`src/rtl/id_ex_stage.sv`:
```
// ID/EX pipeline register with operand forwarding and load-use detection; one cycle ID->EX.
// Holds on stall, bubbles on flush/load-use; forwarding, operand mux and hazard are combinational.
module id_ex_stage #(
  parameter bit FWD_EN = 1'b1
) (
  input  logic        cpu_clk,
  input  logic        cpu_rst,
  input  logic        id_valid,
  input  logic [31:0] id_pc,
  input  logic [31:0] id_rs1_data,
  input  logic [31:0] id_rs2_data,
  input  logic [31:0] id_imm,
  input  logic [4:0]  id_rs1_addr,
  input  logic [4:0]  id_rs2_addr,
  input  logic [4:0]  id_rd_addr,
  input  logic        id_rs1_used,
  input  logic        id_rs2_used,
  input  logic [3:0]  id_alu_op,
  input  logic        id_alua_sel,
  input  logic        id_alub_sel,
  input  logic        id_rf_we,
  input  logic        id_mem_we,
  input  logic        id_is_load,
  input  logic [1:0]  id_wb_sel,
  input  logic        stall,
  input  logic        flush,
  input  logic [4:0]  exm_rd,
  input  logic        exm_we,
  input  logic [31:0] exm_wd,
  input  logic [4:0]  wb_rd,
  input  logic        wb_we,
  input  logic [31:0] wb_wd,
  output logic [31:0] alu_a,
  output logic [31:0] alu_b,
  output logic [3:0]  alu_op,
  output logic        ex_valid,
  output logic        ex_rf_we,
  output logic        ex_mem_we,
  output logic        ex_is_load,
  output logic [1:0]  ex_wb_sel,
  output logic [4:0]  ex_rd,
  output logic [31:0] ex_pc,
  output logic [31:0] ex_imm,
  output logic [31:0] ex_store_data,
  output logic        load_use_hazard
);

  localparam logic [3:0] ALU_ADD = 4'd0;

  typedef struct packed {
    logic        valid;
    logic [31:0] pc;
    logic [31:0] imm;
    logic [31:0] rs1_data;
    logic [31:0] rs2_data;
    logic [4:0]  rs1_addr;
    logic [4:0]  rs2_addr;
    logic [4:0]  rd;
    logic [3:0]  alu_op;
    logic        alua_sel;
    logic        alub_sel;
    logic        rf_we;
    logic        mem_we;
    logic        is_load;
    logic [1:0]  wb_sel;
  } ex_reg_t;

  ex_reg_t ex_q;
  ex_reg_t bubble;
  ex_reg_t capture;
  logic    rs1_hit;
  logic    rs2_hit;
  logic [31:0] rs1_fwd;
  logic [31:0] rs2_fwd;

  // EX/MEM is younger than MEM/WB, so it wins; x0 is hard-wired and never forwarded.
  function automatic logic [31:0] fwd(input logic [4:0] addr, input logic [31:0] raw);
    logic [31:0] val;
    val = raw;
    if (FWD_EN) begin
      if (exm_we && exm_rd != 5'd0 && exm_rd == addr)
        val = exm_wd;
      else if (wb_we && wb_rd != 5'd0 && wb_rd == addr)
        val = wb_wd;
    end
    return val;
  endfunction

  always_comb begin
    rs1_hit = id_rs1_used && (id_rs1_addr == ex_q.rd);
    rs2_hit = id_rs2_used && (id_rs2_addr == ex_q.rd);
    load_use_hazard = ex_q.valid && ex_q.is_load && (ex_q.rd != 5'd0) &&
                      id_valid && (rs1_hit || rs2_hit);
  end

  always_comb begin
    bubble        = '0;
    bubble.alu_op = ALU_ADD;

    capture          = '0;
    capture.valid    = id_valid;
    capture.pc       = id_pc;
    capture.imm      = id_imm;
    capture.rs1_data = id_rs1_data;
    capture.rs2_data = id_rs2_data;
    capture.rs1_addr = id_rs1_addr;
    capture.rs2_addr = id_rs2_addr;
    capture.rd       = id_rd_addr;
    capture.alu_op   = id_alu_op;
    capture.alua_sel = id_alua_sel;
    capture.alub_sel = id_alub_sel;
    capture.rf_we    = id_valid && id_rf_we;
    capture.mem_we   = id_valid && id_mem_we;
    capture.is_load  = id_valid && id_is_load;
    capture.wb_sel   = id_wb_sel;
  end

  // Priority: reset > flush > stall > load-use bubble > normal capture.
  always_ff @(posedge cpu_clk) begin
    if (cpu_rst || flush)
      ex_q <= bubble;
    else if (stall)
      ex_q <= ex_q;
    else if (load_use_hazard)
      ex_q <= bubble;
    else
      ex_q <= capture;
  end

  always_comb begin
    rs1_fwd       = fwd(ex_q.rs1_addr, ex_q.rs1_data);
    rs2_fwd       = fwd(ex_q.rs2_addr, ex_q.rs2_data);
    alu_a         = ex_q.alua_sel ? ex_q.pc  : rs1_fwd;
    alu_b         = ex_q.alub_sel ? ex_q.imm : rs2_fwd;
    ex_store_data = rs2_fwd;
    alu_op        = ex_q.alu_op;
    ex_valid      = ex_q.valid;
    ex_rf_we      = ex_q.rf_we;
    ex_mem_we     = ex_q.mem_we;
    ex_is_load    = ex_q.is_load;
    ex_wb_sel     = ex_q.wb_sel;
    ex_rd         = ex_q.rd;
    ex_pc         = ex_q.pc;
    ex_imm        = ex_q.imm;
  end

endmodule

```
`config.mk`:
```
export PLATFORM = sky130hd
export DESIGN_NAME = id_ex_stage
export DESIGN_NICKNAME = d
export VERILOG_FILES = /design/src/rtl/id_ex_stage.sv
export SDC_FILE = /design/constraint.sdc
export NUM_CORES = 1
export LEC_CHECK = 0
export ABC_AREA = 1
export CELL_PAD_IN_SITES_DETAIL_PLACEMENT = 1
export CELL_PAD_IN_SITES_GLOBAL_PLACEMENT = 1
export CORE_ASPECT_RATIO = 0.75
export CORE_MARGIN = 3
export CORE_UTILIZATION = 29
export CTS_CLUSTER_SIZE = 20
export DETAILED_ROUTE_END_ITERATION = 6
export PLACE_DENSITY = 0.79
export SYNTH_ARGS = -nofsm -noshare
export SYNTH_HDL_FRONTEND = slang
export SYNTH_SLANG_ARGS = --single-unit
```
`constraint.sdc`:
```
create_clock -name cpu_clk -period 1.9 [get_ports cpu_clk]
set_clock_uncertainty 0.15 [all_clocks]
set_input_delay 0.19 -clock cpu_clk [delete_from_list [all_inputs] [get_ports cpu_clk]]
set_output_delay 0.19 -clock cpu_clk [all_outputs]
set_load 0.005 [all_outputs]
```
==> results.py, run 1 <==
metrics = {
    "global_route": {
        "antenna_found_initial": 11,
        "first_global_vias": 12900,
        "track_usage": 0.299,
        "grt_pass1_wl_um": 81000,
        "overflow": 0,
        "grt_max_degree": 50,
    },
    "clock_network": {
        "clkTransAtPathRegs_ns": 0.07,
        "h-tree-depth": 4,
        "cts_buffers": 17,
        "clk_latency_ns": 0.48,
        "root_buffer": "clkbuf_16",
        "cts_tree": "yes",
        "clock_sinks": 155,
        "clockBufferDepth": 2,
    },
    "yosys": {
        "netlist_area_sq_um": 9680,
        "synth_top_area_share": 0.320,
        "synth_seq_cells": 155,
        "yosysWarnings": 0,
        "synthMuxAreaShare": 0,
        "synth-edff-count": 0,
        "yosysMostFrequentCell": "nand2_1",
        "synth_top_area_cell": "dfxtp_1",
        "yosys_most_used_dff": "dfxtp_1",
        "synth_adder_area_share": 0,
        "ys_types": 27,
        "yosys.area_share.simple": 0.347,
        "synth_area_leaders": "dfxtp_1 (32%), nand2_1 (17%), nand3_1 (10%)",
        "synth.yosys.seq_area_share": 0.320,
        "synth_top_family_by_area": "simple AND/OR/NAND/NOR gates",
        "synth-compound-area-share": 0.162,
        "synth_xor_area_frac": 0.0172,
        "ys_top_cells_by_count": "nand2_1 (443), nand3_1 (203), a21oi_1 (156), dfxtp_1 (155), o21ai_0 (152)",
        "async_flop_share": 0,
        "syn-num-nets": 1738,
        "syn_avg_cell_area_sq_um": 6.45,
        "syn_inst": 1501,
    },
    "setup_path": {
        "critPathBufInv": 2,
        "cp_num_cells": 8,
        "ff2ff_path_depth": 12,
        "cp_top_family": "simple AND/OR/NAND/NOR gates",
        "crit_path_start_kind": "flop",
        "end_kind": "output pin",
        "cp.required_ns": 1.56,
        "critPathArrivalTime_ns": 2.42,
        "cp_max_fo": 20,
        "path_cells": "xor2_1 -> nor2_4 -> clkbuf_8 -> nand3_1 -> nand3_4 -> nand3_2 -> nand2_1 -> buf_2",
        "slowest_stage": "dfxtp_1",
        "cpPeakStageDelay_ns": 0.46,
        "critPathKind": "flop to output pin",
    },
    "power": {
        "pwr-share-clk": 0.372,
        "power_frac_comb": 0.290,
        "swShare": 0.322,
        "p_total_mw": 10.4,
        "power_frac_seq": 0.338,
        "switchingPower_mw": 3.36,
        "leakagePower_nw": 8.46,
        "power.density_cell_area_nw_per_um2": 550,
        "intPower_mw": 7.08,
        "peakVddDrop_mv": 0.355,
    },
    "cells_and_area": {
        "fin_nets": 2162,
        "finalInstanceArea_sq_um": 19000,
        "final.fill_count": 3738,
        "multi_input_comb_area_sq_um": 7500,
        "seq_area_sq_um": 3150,
        "layout-drive-gt1-share": 0.410,
        "synthToLayoutAreaGrowth_pct": 96.0,
    },
    "route": {
        "wl_per_cell_um": 28.3,
        "routed_wl_um": 67800,
        "ant_nets": 0,
        "vias_per_cell": 5.61,
        "vias": 13400,
        "drc": 0,
        "drt_first_iter_violations": 1133,
        "dr.pass1.iters": 7,
    },
    "place": {
        "hpwl_um": 36700,
        "globalplace.congestion": 0.913,
        "port_buffers": 412,
        "postPlaceCellArea_sq_um": 14200,
    },
    "run": {
        "cap_violations": 0,
    },
    "die": {
        "core_sq_um": 32700,
        "rows": 57,
        "initial_core_util": 0.296,
        "ios": 413,
        "die_width_um": 217,
        "die_h_um": 164,
        "die_area_sq_um": 35600,
    },
    "sta": {
        "finalSetupViolations": 199,
        "worst_pin_slew_ns": 0.507,
        "maxSlewHeadroom": 0.661,
        "hold_viol": 0,
        "layout_setup_ws_ns": -0.864,
        "finalCritPeriodShare": 1.45,
        "min_period_ns": 2.76,
        "finalMaxSlewViolations": 0,
        "rsz0062_at_grt": "yes",
        "clock.fmax_mhz": 362,
    },
    "min_path": {
        "min_path_cells": 3,
        "hp-class": "input port to flop",
    },
    "status": {
        "failed_checks": "setup timing",
        "status": "finished with violations",
    },
}
[cells in the final DEF (no fill, tap or decap), types with 3 or more instances in the layout]
| cell type | synthesis | routed |
|---|---|---|
| dlymetal6s2s_1 | 0 | 6 |
| o21ai_0 | 152 | 152 |
| xnor2_2 | 0 | 8 |
| dfxtp_1 | 155 | 143 |
| nand3_1 | 203 | 68 |
| clkbuf_16 | 0 | 33 |
| buf_8 | 3 | 15 |
| a21oi_2 | 0 | 66 |
| dfxtp_4 | 0 | 11 |
| buf_6 | 3 | 67 |
| buf_16 | 0 | 19 |
| nor2_4 | 3 | 10 |
| nor2_2 | 3 | 5 |
| nand3_4 | 0 | 50 |
| nor2_1 | 18 | 9 |
| diode_2 | 0 | 11 |
| clkdlybuf4s50_1 | 0 | 307 |
| clkbuf_8 | 0 | 5 |
| clkinv_2 | 0 | 3 |
| and2_1 | 32 | 3 |
| xor2_1 | 10 | 8 |
| inv_1 | 84 | 80 |
| buf_12 | 0 | 49 |
| inv_2 | 2 | 5 |
| nand2_4 | 0 | 84 |
| a21oi_1 | 156 | 89 |
| nand2_1 | 443 | 269 |
| bufinv_16 | 0 | 3 |
| nand3_2 | 30 | 115 |
| buf_4 | 91 | 56 |
| buf_2 | 34 | 56 |
| and2_4 | 0 | 29 |
| nand2_2 | 2 | 90 |
[flip-flops by register name, indices dropped and copies added (netlist names)]
name        flops
ex_rf_we        1
ex_imm         32
alu_op          4
ex_q           76
ex_mem_we       1
ex_is_load      1
ex_wb_sel       2
ex_pc          32
ex_valid        1
ex_rd           5
[final timing paths]
| check | start | end | slack [ns] |
|---|---|---|---|
| max | ex_q[20] | alu_b[30] | -0.86 |
| min | id_imm[8] | ex_imm[8] | 0.12 |
| min reg2reg | ex_mem_we | ex_mem_we | 0.33 |
| max reg2reg | ex_rd[0] | ex_q[77] | -0.19 |
[metrics by stage]
step	hold WS, ns	setup WS, ns	std cells	util	TNS [ns]
2_1_floorplan	0.179	0.303	1501	-	0
5_1_grt	0.127	-0.933	2388	0.581	-91.01
3_5_place_dp	0.317	-0.928	2249	0.435	-106.75
4_1_cts	0.118	-0.700	2347	0.513	-56.79
6_report	0.124	-0.864	2390	0.581	-76.60
3_3_place_gp	0.306	-0.878	2249	0.435	-97.92
[worst reg2reg max path, delay by kind of cell, from the launching register on]
family,cells,cell delay [ns]
flops,1,0.40
compound gates,1,0.09
simple gates,7,0.77
buf+inv,4,0.55
[kinds of logic (layout without fill, tap and decap cells)]
group | count (synthesis) | count (layout)
XOR/XNOR | 19 | 19
buffers and inverters | 278 | 714
other | 0 | 11
AND/OR/NAND/NOR | 738 | 738
flip-flops | 155 | 155
AO/OA/AOI/OAI | 311 | 311
[power groups by stage]
| stage | registers (mW) | clock network (mW) | logic (mW) |
|---|---|---|---|
| 6_report | 3.53 | 3.88 | 3.03 |
| 5_1_grt | 3.54 | 4.03 | 3.15 |
| 4_1_cts | 3.50 | 3.83 | 2.54 |
| 3_5_place_dp | 3.56 | 0 | 2.21 |
| 3_3_place_gp | 3.56 | 0 | 2.17 |
| 2_1_floorplan | 3.52 | 0 | 0.874 |
[final cells by class]
type,count,area share
Sequential cell,155,0.166
Inverter,87,0.0177
Multi-Input combinational cell,1068,0.396
Antenna cell,11,0.00145
Timing Repair Buffer,596,0.358
Clock inverter,10,0.00732
Tap cell,442,0.0291
Clock buffer,21,0.0253
[what timing repair did]
item,in CTS,in global routing
setup buffers,49,17
gates cloned,18,20
endpoints found under the setup margin,168,243
hold buffers,0,0
pin swaps,102,152
resized for setup,715,428
endpoints found under the hold margin,0,0
[layer usage]
metal	vias to the layer above	part of all wire	track usage
met4	2	0.057	0.125
met1	6666	0.38	0.363
met5	-	0.00016	0
li1	5707	-	-
met2	787	0.48	0.508
met3	243	0.084	0.0764
Note: power is estimated with default switching activity, not from simulation.
==> inputs of run 2 (changes only) <==
--- a/config.mk
+++ b/config.mk
@@ -14,6 +14,7 @@
 export CTS_CLUSTER_SIZE = 20
 export DETAILED_ROUTE_END_ITERATION = 6
 export PLACE_DENSITY = 0.79
+export SKIP_LAST_GASP = 1
 export SYNTH_ARGS = -nofsm -noshare
 export SYNTH_HDL_FRONTEND = slang
 export SYNTH_SLANG_ARGS = --single-unit
==> run 2 against run 1 <==
Clock-buffer cell count is the same. First-iteration DRC count grew 3.2%. Critical path type unchanged. Total power shrank 1.9%. The run ends with DRC, setup timing left. Global-route usage shrank 0.21 points. Die area is the same.
==> results.py, run 2 (synthesis results as in run 1) <==
metrics = {
    "status": {
        "status": "finished with violations",
        "failed_checks": "DRC, setup timing",
    },
    "sta": {
        "finalMaxSlewViolations": 0,
        "hold_viol": 0,
        "finalCritPeriodShare": 1.47,
        "rsz0062_at_grt": "yes",
        "finalSetupViolations": 162,
        "maxSlewHeadroom": 0.745,
        "clock.fmax_mhz": 359,
        "tns_ns": -74.32,
        "finalHoldWorstSlack_ns": 0.126,
        "layout_setup_ws_ns": -0.884,
        "worst_pin_slew_ns": 0.379,
        "min_period_ns": 2.78,
    },
    "clock_network": {
        "clockBufferDepth": 2,
        "clk_latency_ns": 0.46,
        "clkTransAtPathRegs_ns": 0.07,
        "cts_buffers": 17,
        "cts_tree": "yes",
        "root_buffer": "clkbuf_16",
        "cts.hold.buffers_added": 0,
        "h-tree-depth": 4,
        "clock_sinks": 155,
    },
    "place": {
        "port_buffers": 412,
        "globalplace.congestion": 0.913,
        "hpwl_um": 36700,
    },
    "setup_path": {
        "r2r-start": "ex_rd[0]",
        "critPathKind": "flop to output pin",
        "r2r_end": "ex_q[52]",
        "rrSetupSlack_ns": -0.16,
        "cp_max_fo": 5,
        "end_kind": "output pin",
        "ff2ff_path_depth": 13,
        "critPathArrivalTime_ns": 2.44,
        "crit_path_start_kind": "flop",
        "cp.required_ns": 1.56,
    },
    "cells_and_area": {
        "fin_nets": 2164,
        "regMostFlops": "ex_q",
        "layout-drive-gt1-share": 0.356,
        "layout_commonest_cell": "nand2_1",
        "layout_common_cells": "nand2_1 (314), clkdlybuf4s50_1 (307), o21ai_0 (152)",
        "synthToLayoutAreaGrowth_pct": 88.3,
        "final.fill_count": 3833,
        "largest_reg_flops": 76,
    },
    "min_path": {
        "min_from": "id_imm[8]",
        "min_path_cells": 3,
        "hp-class": "input port to flop",
        "whs_endpoint": "ex_imm[8]",
    },
    "power": {
        "swShare": 0.313,
        "peakVddDrop_mv": 0.342,
        "switchingPower_mw": 3.21,
        "power_frac_seq": 0.344,
        "power_frac_comb": 0.280,
        "leakagePower_nw": 8.33,
        "power.density_cell_area_nw_per_um2": 561,
        "intPower_mw": 7.03,
        "pwr-share-clk": 0.376,
    },
    "die": {
        "ios": 413,
        "die_h_um": 164,
        "initial_core_util": 0.296,
        "die_area_sq_um": 35600,
        "core_sq_um": 32700,
        "rows": 57,
        "die_width_um": 217,
    },
    "global_route": {
        "antenna_found_initial": 5,
        "grt_max_degree": 50,
        "track_usage": 0.297,
        "first_global_vias": 12800,
        "grt_pass1_wl_um": 80300,
        "overflow": 0,
    },
    "route": {
        "ant_nets": 0,
        "drc": 1,
        "wl_per_cell_um": 26.5,
        "dr.pass1.iters": 7,
        "routed_wl_um": 63200,
        "vias": 13000,
        "drt_first_iter_violations": 1169,
        "vias_per_cell": 5.47,
    },
    "run": {
        "cap_violations": 0,
    },
}
[run 2: what timing repair did]
| item | CTS | global route |
|---|---|---|
| endpoints found under the hold margin | 0 | 0 |
| buffers inserted | 49 | 29 |
| endpoints found under the setup margin | 168 | 246 |
| pin swaps | 92 | 134 |
| resized for setup | 604 | 372 |
| gates cloned | 18 | 12 |
[run 2: worst max-delay path, cell delays in order, from the launching register on]
cell and delay, ns:
dfxtp_4 0.37, buf_6 0.13, inv_4 0.05, nand2_4 0.06
nand2_4 0.09, nand3_4 0.09, nor2_4 0.14, buf_12 0.15
buf_12 0.14, buf_16 0.12, nand3_1 0.09, nand3_2 0.13
nand3_2 0.12, nand2_2 0.10, clkdlybuf4s15_2 0.20
[run 2: worst max-delay path by stage]
stage	start	to	slack, ns
global route	ex_q[17]	alu_b[28]	-0.94
floorplan	ex_q[16]	alu_b[10]	0.30
CTS	ex_q[17]	alu_b[9]	-0.70
global placement	wb_rd[2]	ex_store_data[22]	-0.88
detailed placement	wb_rd[2]	ex_store_data[22]	-0.93
finish	ex_q[17]	alu_b[27]	-0.88
[run 2: stage by stage]
stage	cells	total power, mW	area [sq um]	setup WS (ns)	utilization
after floorplan	1501	4.40	9680	0.303	-
after global placement	2249	5.73	14200	-0.878	0.435
after detailed placement	2249	5.77	14200	-0.928	0.435
after CTS	2347	9.85	16700	-0.700	0.510
after global routing	2385	10.5	18200	-0.939	0.558
final	2386	10.2	18200	-0.884	0.558
[run 2: layout make-up]
class / instances / area [sq um] / area share
Antenna cell: 5 / 12.5 / 0.000686
Clock buffer: 21 / 480 / 0.0264
Clock inverter: 10 / 139 / 0.00762
Inverter: 87 / 342 / 0.0187
Multi-Input combinational cell: 1068 / 6970 / 0.382
Sequential cell: 155 / 3150 / 0.173
Tap cell: 442 / 553 / 0.0303
Timing Repair Buffer: 598 / 6600 / 0.362
[run 2: per-layer routing]
metal | global-route usage | up-vias | wire (um)
li1 | - | 5688 | -
met1 | 0.359 | 6398 | 24300
met2 | 0.510 | 720 | 29900
met3 | 0.0729 | 237 | 5120
met4 | 0.119 | 0 | 3920
met5 | 0 | - | 0
[run 2: power groups by stage]
| stage | combinational (mW) | clock (mW) | sequential [mW] |
|---|---|---|---|
| global route | 3.01 | 4.00 | 3.54 |
| floorplan | 0.874 | 0 | 3.52 |
| finish | 2.87 | 3.84 | 3.52 |
| global placement | 2.17 | 0 | 3.56 |
| detailed placement | 2.21 | 0 | 3.56 |
| CTS | 2.52 | 3.83 | 3.50 |
==> inputs of run 3 (changes only) <==
--- a/config.mk
+++ b/config.mk
@@ -13,8 +13,10 @@
 export CORE_UTILIZATION = 29
 export CTS_CLUSTER_SIZE = 20
 export DETAILED_ROUTE_END_ITERATION = 6
+export MAX_ROUTING_LAYER = met4
 export PLACE_DENSITY = 0.79
 export SKIP_LAST_GASP = 1
 export SYNTH_ARGS = -nofsm -noshare
 export SYNTH_HDL_FRONTEND = slang
 export SYNTH_SLANG_ARGS = --single-unit
+export TNS_END_PERCENT = 50
==> run 3 against run 2 <==
Hold slack better by 0.0086 ns. Cell area decreased by 4.3%. Largest power group unchanged. Clock power is 8.1% lower. The run ends with setup timing left. Worst setup slack better by 0.095 ns.
==> results.py, run 3 (synthesis results as in run 1) <==
metrics = {
    "status": {
        "status": "finished with violations",
        "failed_checks": "setup timing",
    },
    "min_path": {
        "min_path_cells": 3,
        "min_from": "id_pc[10]",
        "whs_endpoint": "ex_pc[10]",
        "hp-class": "input port to flop",
    },
    "sta": {
        "worst_pin_slew_ns": 0.362,
        "tns_ns": -67.08,
        "finalCritPeriodShare": 1.41,
        "rsz0062_at_grt": "yes",
        "clock.fmax_mhz": 372,
        "finalSetupViolations": 105,
        "layout_setup_ws_ns": -0.788,
        "maxSlewHeadroom": 0.756,
        "min_period_ns": 2.69,
        "hold_viol": 0,
        "finalMaxSlewViolations": 0,
    },
    "setup_path": {
        "r2r_end": "ex_q[85]",
        "rrSetupSlack_ns": -0.08,
        "crit_path_start_kind": "flop",
        "end_kind": "output pin",
        "critPathKind": "flop to output pin",
        "cp_max_fo": 5,
        "cp.required_ns": 1.56,
        "critPathArrivalTime_ns": 2.35,
        "r2r-start": "ex_rd[3]",
        "ff2ff_path_depth": 10,
    },
    "run": {
        "cap_violations": 0,
    },
    "clock_network": {
        "root_buffer": "clkbuf_16",
        "cts_buffers": 17,
        "clockBufferDepth": 2,
        "clock_sinks": 155,
        "clkTransAtPathRegs_ns": 0.07,
        "cts_tree": "yes",
        "clk_latency_ns": 0.45,
        "h-tree-depth": 4,
    },
    "global_route": {
        "overflow": 0,
        "grt_max_degree": 62,
        "first_global_vias": 12900,
        "track_usage": 0.308,
        "grt_pass1_wl_um": 80900,
        "antenna_found_initial": 4,
    },
    "die": {
        "ios": 413,
        "initial_core_util": 0.296,
        "rows": 57,
        "die_h_um": 164,
        "die_width_um": 217,
        "die_area_sq_um": 35600,
        "core_sq_um": 32700,
    },
    "place": {
        "postPlaceCellArea_sq_um": 14100,
        "port_buffers": 412,
        "dp_cells": 2245,
        "globalplace.congestion": 0.906,
        "hpwl_um": 37100,
    },
    "power": {
        "power.density_cell_area_nw_per_um2": 561,
        "intPower_mw": 6.66,
        "power_frac_seq": 0.359,
        "pwr-share-clk": 0.361,
        "switchingPower_mw": 3.11,
        "power_frac_comb": 0.279,
        "swShare": 0.319,
        "leakagePower_nw": 8.07,
        "p_total_mw": 9.78,
        "peakVddDrop_mv": 0.496,
    },
    "cells_and_area": {
        "layout_commonest_cell": "nand2_1",
        "instances_no_fill": 2369,
        "finalInstanceArea_sq_um": 17400,
        "largest_reg_flops": 76,
        "layout_common_cells": "nand2_1 (360), clkdlybuf4s50_1 (309), a21oi_1 (153)",
        "regMostFlops": "ex_q",
        "layout-drive-gt1-share": 0.310,
        "synthToLayoutAreaGrowth_pct": 80.2,
        "postLayoutCoreUtil": 0.534,
        "fin_nets": 2147,
    },
    "route": {
        "routed_wl_um": 61000,
        "ant_nets": 0,
        "drt_first_iter_violations": 957,
        "wl_per_cell_um": 25.8,
        "vias": 12700,
        "drc": 0,
        "dr.pass1.iters": 5,
        "vias_per_cell": 5.38,
    },
}
run 3: metal layers:
layer,vias up,wire (um),global-route usage
met5,-,0,-
met4,0,3350,0.108
met3,221,4410,0.0740
met2,636,29800,0.531
met1,6236,23500,0.352
li1,5651,-,-
run 3: power groups by stage:
stage               registers [mW]  clock network [mW]  logic (mW)
floorplan                     3.52                   0       0.874
global placement              3.56                   0        2.16
detailed placement            3.56                   0        2.19
CTS                           3.50                3.55        2.49
global route                  3.53                3.71        2.88
finish                        3.51                3.53        2.73
run 3: critical path, stage by stage, from the launching register on:
cell and delay, ns:
dfxtp_4 0.41, xnor2_4 0.13, nand2_2 0.10, buf_4 0.16, nor2_4 0.11, nand3b_4 0.18
buf_12 0.19, buf_4 0.15, nand3_4 0.11, nand3_4 0.08, nand2_2 0.08, clkdlybuf4s15_2 0.20
run 3: what timing repair did:
action                                  4_1_cts  5_1_grt
cloned                                        8        6
pin swaps                                   119       75
buffers inserted                             57       23
gates resized for setup                     713      136
hold buffers                                  0        0
endpoints found under the setup margin      197      208
run 3: how the worst max path moves through the flow:
stage / start / end / slack (ns) / depth (start not counted)
after floorplan: ex_q[16] / alu_b[10] / 0.30 / 8
after global placement: wb_rd[2] / ex_store_data[22] / -0.87 / 10
after detailed placement: wb_rd[2] / ex_store_data[22] / -0.90 / 10
after CTS: ex_q[16] / alu_b[10] / -0.70 / 12
after global routing: wb_rd[1] / alu_a[20] / -0.85 / 13
final: ex_q[16] / alu_b[26] / -0.79 / 11
run 3: layout make-up:
type | instances | area (sq um)
antenna | 5 | 12.5
clock buffer | 22 | 474
clock inverter | 9 | 90.1
fill | 3936 | 15200
inverter | 87 | 334
multi-input combinational | 1068 | 6660
sequential | 155 | 3150
tap | 442 | 553
timing repair buffer | 581 | 6170
run 3: metrics by stage:
step / hold slack, ns / setup slack (ns)
after floorplan: 0.179 / 0.303
after global placement: 0.307 / -0.870
after detailed placement: 0.319 / -0.902
after CTS: 0.119 / -0.705
after global routing: 0.125 / -0.853
final: 0.135 / -0.788
